--- config.mk ---
export PLATFORM = sky130hd
export DESIGN_NAME = vram_arb
export DESIGN_NICKNAME = d
export VERILOG_FILES = /design/src/rtl/vram_pkg.sv /design/src/rtl/vram_wfifo.sv /design/src/rtl/vram_arb.sv
export SDC_FILE = /design/constraint.sdc
export NUM_CORES = 1
export LEC_CHECK = 0
export BUFFER_PORTS_ARGS = -buffer_cell sky130_fd_sc_hd__buf_2
export CAP_MARGIN = 0
export CELL_PAD_IN_SITES_DETAIL_PLACEMENT = 0
export CELL_PAD_IN_SITES_GLOBAL_PLACEMENT = 1
export CORE_MARGIN = 10
export CORE_UTILIZATION = 42
export DETAILED_ROUTE_END_ITERATION = 8
export PLACE_DENSITY = 0.83
export SYNTH_ARGS = -nofsm -noshare
export SYNTH_HDL_FRONTEND = slang
export SYNTH_SLANG_ARGS = --single-unit
--- constraint.sdc ---
create_clock -name vga_clk -period 5.65 [get_ports vga_clk]
set_clock_uncertainty 0.05 [all_clocks]
set_input_delay 1.13 -clock vga_clk [delete_from_list [all_inputs] [get_ports vga_clk]]
set_output_delay 1.13 -clock vga_clk [all_outputs]
set_load 0.02 [all_outputs]
--- src/rtl/vram_pkg.sv ---
// vram_pkg: shared VRAM geometry, write-FIFO entry layout and debug sequencer states
package vram_pkg;
    localparam int PIX_W       = 12;
    localparam int ROW_W       = 9;
    localparam int COL_W       = 10;
    localparam int ADDR_W      = 19;
    localparam int H_ACT       = 640;
    localparam int V_ACT       = 480;
    localparam int WFIFO_DEPTH = 4;

    localparam logic [0:0] ST_DISP = 1'b0;
    localparam logic [0:0] ST_FREE = 1'b1;

    typedef struct packed {
        logic [ROW_W-1:0] row;
        logic [COL_W-1:0] col;
        logic [PIX_W-1:0] data;
    } wr_entry_t;

    function automatic logic on_screen(input logic [ROW_W-1:0] row, input logic [COL_W-1:0] col);
        return (row < ROW_W'(V_ACT)) && (col < COL_W'(H_ACT));
    endfunction
endpackage

--- src/rtl/vram_wfifo.sv ---
// vram_wfifo: show-ahead write FIFO; pushes while full and pops while empty are ignored
module vram_wfifo
    import vram_pkg::*;
#(
    parameter int DEPTH = WFIFO_DEPTH
) (
    input  logic      clk,
    input  logic      clrn,
    input  logic      push_i,
    input  logic      pop_i,
    input  wr_entry_t din_i,
    output wr_entry_t head_o,
    output logic      full_o,
    output logic      empty_o
);
    localparam int PW = $clog2(DEPTH);

    wr_entry_t     mem_q [DEPTH];
    logic [PW-1:0] wp_q, rp_q;
    logic [PW:0]   cnt_q;
    logic          do_push, do_pop;

    assign full_o  = cnt_q == (PW+1)'(DEPTH);
    assign empty_o = cnt_q == '0;
    assign do_push = push_i && !full_o;
    assign do_pop  = pop_i && !empty_o;
    assign head_o  = mem_q[rp_q];

    always_ff @(posedge clk or negedge clrn)
        if (!clrn) begin
            wp_q  <= '0;
            rp_q  <= '0;
            cnt_q <= '0;
        end else begin
            wp_q  <= wp_q + PW'(do_push);
            rp_q  <= rp_q + PW'(do_pop);
            cnt_q <= cnt_q + (PW+1)'(do_push) - (PW+1)'(do_pop);
        end

    always_ff @(posedge clk)
        if (do_push) mem_q[wp_q] <= din_i;
endmodule

--- src/rtl/vram_arb.sv ---
// vram_arb: one RAM slot per cycle shared by display scan-out, buffered writes and host reads
// (priority display > write drain > host read).
module vram_arb
    import vram_pkg::*;
(
    input  logic              vga_clk,
    input  logic              clrn,
    input  logic              disp_rdn,
    input  logic [ROW_W-1:0]  disp_row,
    input  logic [COL_W-1:0]  disp_col,
    output logic [PIX_W-1:0]  disp_data,
    input  logic              wr_valid,
    output logic              wr_ready,
    input  logic [ROW_W-1:0]  wr_row,
    input  logic [COL_W-1:0]  wr_col,
    input  logic [PIX_W-1:0]  wr_data,
    input  logic              rd_valid,
    output logic              rd_ready,
    input  logic [ROW_W-1:0]  rd_row,
    input  logic [COL_W-1:0]  rd_col,
    output logic              rd_data_valid,
    output logic [PIX_W-1:0]  rd_data,
    output logic [ADDR_W-1:0] ram_addr,
    output logic              ram_we,
    output logic [PIX_W-1:0]  ram_din,
    input  logic [PIX_W-1:0]  ram_dout,
    output logic [7:0]        err_cnt,
    output logic              dbg_state
);
    wr_entry_t         head;
    logic              full, empty, head_ok;
    logic              disp_slot, drain_slot, rd_slot;
    logic [ADDR_W-1:0] addr_q, addr_d;
    logic [PIX_W-1:0]  rd_data_q;
    logic              rd_valid_q, rd_oor_q, rd_oor_d;
    logic [7:0]        err_q, err_d;
    logic [0:0]        state_q, state_d;

    vram_wfifo #(.DEPTH(WFIFO_DEPTH)) u_wfifo (
        .clk     (vga_clk),
        .clrn    (clrn),
        .push_i  (wr_valid),
        .pop_i   (drain_slot),
        .din_i   ({wr_row, wr_col, wr_data}),
        .head_o  (head),
        .full_o  (full),
        .empty_o (empty)
    );

    // Slots are gated by clrn so nothing reaches the RAM while reset is held.
    assign disp_slot  = clrn && !disp_rdn;
    assign drain_slot = clrn && disp_rdn && !empty;
    assign rd_slot    = clrn && disp_rdn && empty && rd_valid;
    assign head_ok    = on_screen(head.row, head.col);

    assign addr_d = disp_slot  ? {disp_row, disp_col} :
                    drain_slot ? {head.row, head.col} :
                    rd_slot    ? {rd_row, rd_col}     : addr_q;

    assign ram_addr      = addr_d;
    assign ram_we        = drain_slot && head_ok;
    assign ram_din       = head.data;
    assign wr_ready      = !full;
    assign rd_ready      = rd_slot;
    assign disp_data     = ram_dout;
    assign rd_data_valid = rd_valid_q;
    assign rd_data       = rd_valid_q ? (rd_oor_q ? '0 : ram_dout) : rd_data_q;
    assign err_cnt       = err_q;
    assign dbg_state     = state_q;

    assign rd_oor_d = !on_screen(rd_row, rd_col);
    assign err_d    = (drain_slot && !head_ok && err_q != 8'hFF) ? err_q + 8'd1 : err_q;
    assign state_d  = disp_rdn ? ST_FREE : ST_DISP;

    always_ff @(posedge vga_clk or negedge clrn)
        if (!clrn) begin
            addr_q     <= '0;
            rd_valid_q <= 1'b0;
            rd_oor_q   <= 1'b0;
            rd_data_q  <= '0;
            err_q      <= '0;
            state_q    <= ST_DISP;
        end else begin
            addr_q     <= addr_d;
            rd_valid_q <= rd_slot;
            rd_oor_q   <= rd_oor_d;
            rd_data_q  <= rd_data;
            err_q      <= err_d;
            state_q    <= state_d;
        end
endmodule

==> results of run 1 <==
## report_power, final
part	leakage [µW]	switching (µW)	internal [µW]
sequential	0.00173	201	1690
clock	0.000307	504	715
combinational	0.00141	718	526
total	0.00344	1420	2930
## sequential cells by signal, summed over array words and instances (netlist names)
register	flops
err_cnt	8
u_wfifo.wp_q	2
rd_data_q	12
rd_oor_q	1
rd_data_valid	1
u_wfifo.mem_q	124
addr_q	19
dbg_state	1
u_wfifo.cnt_q	3
u_wfifo.rp_q	2
## path summary, 6_finish.rpt
path,endpoint,cells after the start
worst max-delay path,ram_addr[3],6
worst min register to register,err_cnt[6],1
max in group asynchronous,u_wfifo.rp_q[0],2
min in group asynchronous,u_wfifo.wp_q[1],1
worst min-delay path,err_cnt[6],1
worst max register to register,err_cnt[1],4
## layout make-up
type,instances,share of cell area
repair buffers,161,0.0963
well taps,220,0.0321
diodes,5,0.00146
clock buffers,18,0.0500
flip-flops and latches,173,0.577
multi-input cells,179,0.212
inverters,18,0.00788
clock inverters,14,0.0226
## placed cells by master, fill, tap and decap left out, types with 2 or more instances in the layout
| master | synthesis | final |
|---|---|---|
| nand4_1 | 4 | 4 |
| mux4_1 | 11 | 11 |
| diode_2 | 0 | 5 |
| nor2_1 | 21 | 20 |
| nand3_1 | 2 | 2 |
| inv_8 | 0 | 3 |
| and3_1 | 5 | 4 |
| nand2_1 | 17 | 17 |
| o21ai_0 | 13 | 13 |
| inv_6 | 0 | 6 |
| mux4_2 | 20 | 20 |
| xor2_1 | 3 | 3 |
| buf_2 | 5 | 153 |
| edfxtp_1 | 124 | 124 |
| bufinv_16 | 0 | 3 |
| a211oi_1 | 19 | 19 |
| buf_4 | 12 | 8 |
| xnor2_1 | 8 | 8 |
| mux2i_1 | 19 | 19 |
| clkbuf_16 | 0 | 17 |
| dfrtp_1 | 49 | 48 |
| ha_1 | 5 | 5 |
| inv_1 | 18 | 18 |
| clkinv_4 | 0 | 2 |
| a21o_1 | 19 | 19 |
## stage by stage
step / hold WS [ps] / cells / total power (µW) / utilization
6_report: 460 / 788 / 4360 / 0.523
5_1_grt: 460 / 784 / 4600 / 0.522
4_1_cts: 458 / 783 / 4430 / 0.522
3_5_place_dp: 448 / 751 / 3190 / 0.484
3_3_place_gp: 429 / 751 / 3150 / 0.484
2_1_floorplan: 437 / 400 / 2740 / -
## cell families (layout without fill, tap and decap cells)
kind of cell | after synthesis | after routing
AO/OA/AOI/OAI | 54 | 54
XOR/XNOR | 11 | 11
adder cells (fa/ha/maj) | 6 | 6
buffers and inverters | 48 | 211
flip-flops | 173 | 173
multiplexers | 51 | 51
other | 0 | 5
AND/OR/NAND/NOR | 57 | 57
## layer usage
metal	wire [µm]	vias to the layer above
li1	-	1844
met1	6260	1948
met2	7240	126
met3	1480	11
met4	110	2
met5	13	-
## critical path: cells and delay by family
family / cells / cell delay (ps)
buffers and inverters: 3 / 1000
AO/OA/AOI/OAI: 2 / 280
AND/OR/NAND/NOR: 1 / 630
==> flow_summary.yaml, run 1 <==
global_route:
  gr-usage-met3: 0.0737
  grt_use_met2: 0.220
  top_usage_layer: "met2"
  met1_usage: 0.164
  first_global_vias: 4243
  grt_remaining_overflow: 0
  grt_pass1_wl_um: 23800
  antenna_found_initial: 4
  grt_max_degree: 41
  grt.total_usage: 0.140
final_layout:
  seq_area_mm2: 0.00495
  syn_to_final_growth_pct: 23.1
  drive_above_1_share: 0.396
  nNetsFinal: 642
  multiInputGateArea_mm2: 0.00182
  final_area_mm2: 0.00858
  fillers: 1373
pwr:
  leakagePower_uw: 0.00344
  vdd_drop_max_v: 0.000316
  p_per_area_mw_per_mm2: 508
cts:
  postCtsHoldBufs: 0
  clock_tree.root_cell: "clkbuf_16"
  cts_inserted_buffers: 17
  cts_htree_levels: 4
  clk_path_buf_depth: 2
  clock_latency_ps: 420
  cts_setup_buffers: 0
  clock-sinks: 173
  ctsResizeCount: 0
  cts_tree: "built"
  clk_transition_reported_paths_ps: 60
sta:
  period_needed_ps: 4240
  hold_viol_final: 0
  setup_ws_ps: 1410
  drv_slew: 0
  setup_viol: 0
  fin_setup_tns_ps: 0
  maxSlewHeadroom: 0.296
  max_freq_mhz: 236
  tightestPinTransition_ps: 1060
  rsz0062_at_grt: "false"
  timing.final.crit_share: 0.751
place:
  pre_cts_ws_ps: 1370
  place_hpwl_um: 10600
  place_congestion: 0.788
  dpl_cell_area_mm2: 0.00794
  port_buffers: 153
worst_setup_path:
  max_stage_delay_ps: 630
  critical_path_required_ps: 4470
  worstSetupEndpointType: "output pin"
  start_kind: "input port"
  r2r_setup_slack_ps: 2880
  cpMostUsedCell: "buf_2"
  cp_cell_sequence: "buf_2, nor2b_2, buf_4, a211oi_1, a21o_1, buf_2"
  critPathLaunch: "clrn"
  crit_slowest_cell: "nor2b_2"
  r2r_start: "u_wfifo.rp_q[0]"
  crit_fanout: 26
  arrival_ps: 3060
  critical_path_class: "input port to output pin"
logic_synthesis:
  synthSimpleGateAreaFrac: 0.0383
  yosysMostFrequentCell: "edfxtp_1"
  netlist_area_mm2: 0.00697
  async_flop_share: 0.283
  syn_avg_cell_area_um2: 17.4
  synthTopCellsByArea: "edfxtp_1, dfrtp_1, mux4_2, mux4_1, mux2i_1"
  synth_compound_area_frac: 0.0560
  synth_common_cells: "edfxtp_1, dfrtp_1, nor2_1"
  synth-seq-area-share: 0.711
  synth_mux_area_frac: 0.135
  synth_top_family_by_area: "multiplexers"
  ys_ff_latch: 173
  synth_top_cell_by_area: "edfxtp_1"
  synth_fa_ha_area_frac: 0.0119
  synthDistinctLibCells: 34
  synth_edf_count: 124
  syn-num-nets: 492
  synth_top_area_frac: 0.535
  synth_xor_area_frac: 0.0138
  synthCells: 400
  ys_warn_count: 0
  synthFlopType: "edfxtp_1"
floorplan:
  fp-row-count: 47
  die_height_um: 149
  ios: 154
  fp.dieArea_mm2: 0.0221
  start_util: 0.425
  die_w_um: 149
  coreArea_mm2: 0.0164
min_path:
  holdCritStartpoint: "err_cnt[6]"
  hold_path.class: "flop to flop"
detailed_routing:
  vias: 3931
  ant_nets: 0
  dr.pass1.iters: 4
  post_drt_wl_per_cell_um: 19.2
  routed_via_density: 4.99
  post-route-drc-count: 0
  routed_wl_um: 15100
  first_iter_violations: 111
outcome:
  status: "completed"
run:
  maxCapViolCount: 0
No activity file was read; power rests on OpenSTA's default activity.
==> run 2: changes to the inputs <==
- clock period: 5.65 -> 4.2 ns (I/O delays scaled with it)
==> run 2 against run 1 <==
Effect of this change: wire length grew 0.56%; register-to-register slack got worse by 1700 ps; clock power up 25%; worst hold slack worse by 180 ps; via count up 0.86%; count of clock-buffer cells in the layout decreased by 1; critical path type is now flop to output pin; critical endpoint is now ram_addr[9].
==> flow_summary.yaml, run 2 (synthesis gave the netlist of run 1 again) <==
cts:
  ctsResizeCount: 0
  cts_tree: "built"
  clock-sinks: 173
  clock_latency_ps: 420
  clk_path_buf_depth: 2
  cts_inserted_buffers: 17
  clk_transition_reported_paths_ps: 70
  clock_tree.root_cell: "clkbuf_16"
  postCtsHoldBufs: 0
  cts_htree_levels: 4
  cts_setup_buffers: 0
final_layout:
  largest_reg_flops: 124
  final_cell_mix: "buf_2, edfxtp_1, dfrtp_1, mux4_2, nor2_1"
  final_common_cell: "buf_2"
  drive_above_1_share: 0.400
  nNetsFinal: 644
  top_regs: "u_wfifo.mem_q: 124 flops, addr_q: 19 flops, rd_data_q: 12 flops"
  syn_to_final_growth_pct: 22.8
  finalNonFillerCells: 788
  top_register: "u_wfifo.mem_q"
worst_setup_path:
  worstSetupEndpointType: "output pin"
  max_stage_delay_ps: 970
  arrival_ps: 2820
  r2r_start: "u_wfifo.cnt_q[2]"
  crit_family: "compound AO/OA/AOI/OAI gates"
  cp_cell_sequence: "o311ai_4, buf_4, nor2_1, a211oi_1, a21o_1, buf_2"
  start_kind: "flop"
  crit_fanout: 25
  cp_num_buf_inv: 2
  critical_path_class: "flop to output pin"
  crit_slowest_cell: "o311ai_4"
  critical_path_required_ps: 3310
  critPathLaunch: "u_wfifo.cnt_q[2]"
global_route:
  grt_pass1_wl_um: 24000
  first_global_vias: 4308
  grt_remaining_overflow: 0
  antenna_found_initial: 6
  grt_max_degree: 37
  grt.total_usage: 0.141
pwr:
  total_power_uw: 5760
  p_per_area_mw_per_mm2: 673
  vdd_drop_max_v: 0.000388
  leakagePower_uw: 0.00342
detailed_routing:
  routed_via_density: 5.03
  post-route-drc-count: 0
  dr.pass1.iters: 4
  first_iter_violations: 177
  post_drt_wl_per_cell_um: 19.3
  routed_wl_um: 15200
  vias: 3965
  ant_nets: 0
run:
  maxCapViolCount: 0
min_path:
  hold_path.class: "input port to asynchronous set/reset pin"
place:
  place_hpwl_um: 10600
  port_buffers: 153
  placed_cells: 753
  pre_cts_ws_ps: 698
  place_congestion: 0.780
sta:
  drv_slew: 0
  maxSlewHeadroom: 0.264
  hold_viol_final: 0
  fin_hold_ws_ps: 284
  fin_setup_tns_ps: 0
  period_needed_ps: 3710
  tightestPinTransition_ps: 1100
  max_freq_mhz: 269
  rsz0062_at_grt: "false"
  timing.final.crit_share: 0.884
  setup_ws_ps: 487
  setup_viol: 0
floorplan:
  die_w_um: 149
  fp.dieArea_mm2: 0.0221
  coreArea_mm2: 0.0164
  start_util: 0.425
  ios: 154
  fp-row-count: 47
  die_height_um: 149
outcome:
  status: "completed"
-- run 2: layer usage --
| layer | global-route usage | wire (µm) | up-vias |
|---|---|---|---|
| met2 | 0.217 | 7030 | 135 |
| met5 | 0 | 37 | - |
| met3 | 0.0628 | 1420 | 18 |
| met1 | 0.175 | 6540 | 1961 |
| li1 | - | - | 1845 |
| met4 | 0.0451 | 169 | 6 |
-- run 2: through the flow --
stage | area, µm² | util
after floorplan | 6970 | -
after global placement | 7960 | 0.485
after detailed placement | 7960 | 0.485
after CTS | 8550 | 0.521
after global routing | 8550 | 0.521
final | 8550 | 0.521
-- run 2: report_power, final --
group | total (µW) | switching, µW | leakage [µW] | internal [µW]
Combinational | 1760 | 1040 | 0.00142 | 715
Sequential | 2480 | 207 | 0.00173 | 2280
Clock | 1520 | 721 | 0.000278 | 797
Total | 5760 | 1970 | 0.00342 | 3790
-- run 2: worst paths after layout --
kind	endpoint	slack (ps)	depth (start not counted)
setup / recovery	ram_addr[9]	490	6
hold / removal	addr_q[12]	280	1
setup reg to reg	u_wfifo.cnt_q[2]	1140	9
hold reg to reg	err_cnt[6]	440	1
max in group asynchronous	u_wfifo.rp_q[0]	2970	2
min in group vga_clk	err_cnt[6]	440	1
-- run 2: worst register-to-register path: cells and delay by family, from the launching register on --
family | cells | cell delay (ps)
fa+ha+maj | 3 | 840
xor+xnor | 2 | 280
flops | 1 | 460
buf+inv | 3 | 340
compound gates | 1 | 970
-- run 2: final cells by class --
type	instances	area, µm²
multi-input cells	179	1820
clock buffers	17	425
diodes	3	7.51
clock inverters	15	165
flip-flops and latches	173	4950
inverters	18	67.6
well taps	220	275
fillers	1350	7850
repair buffers	163	841
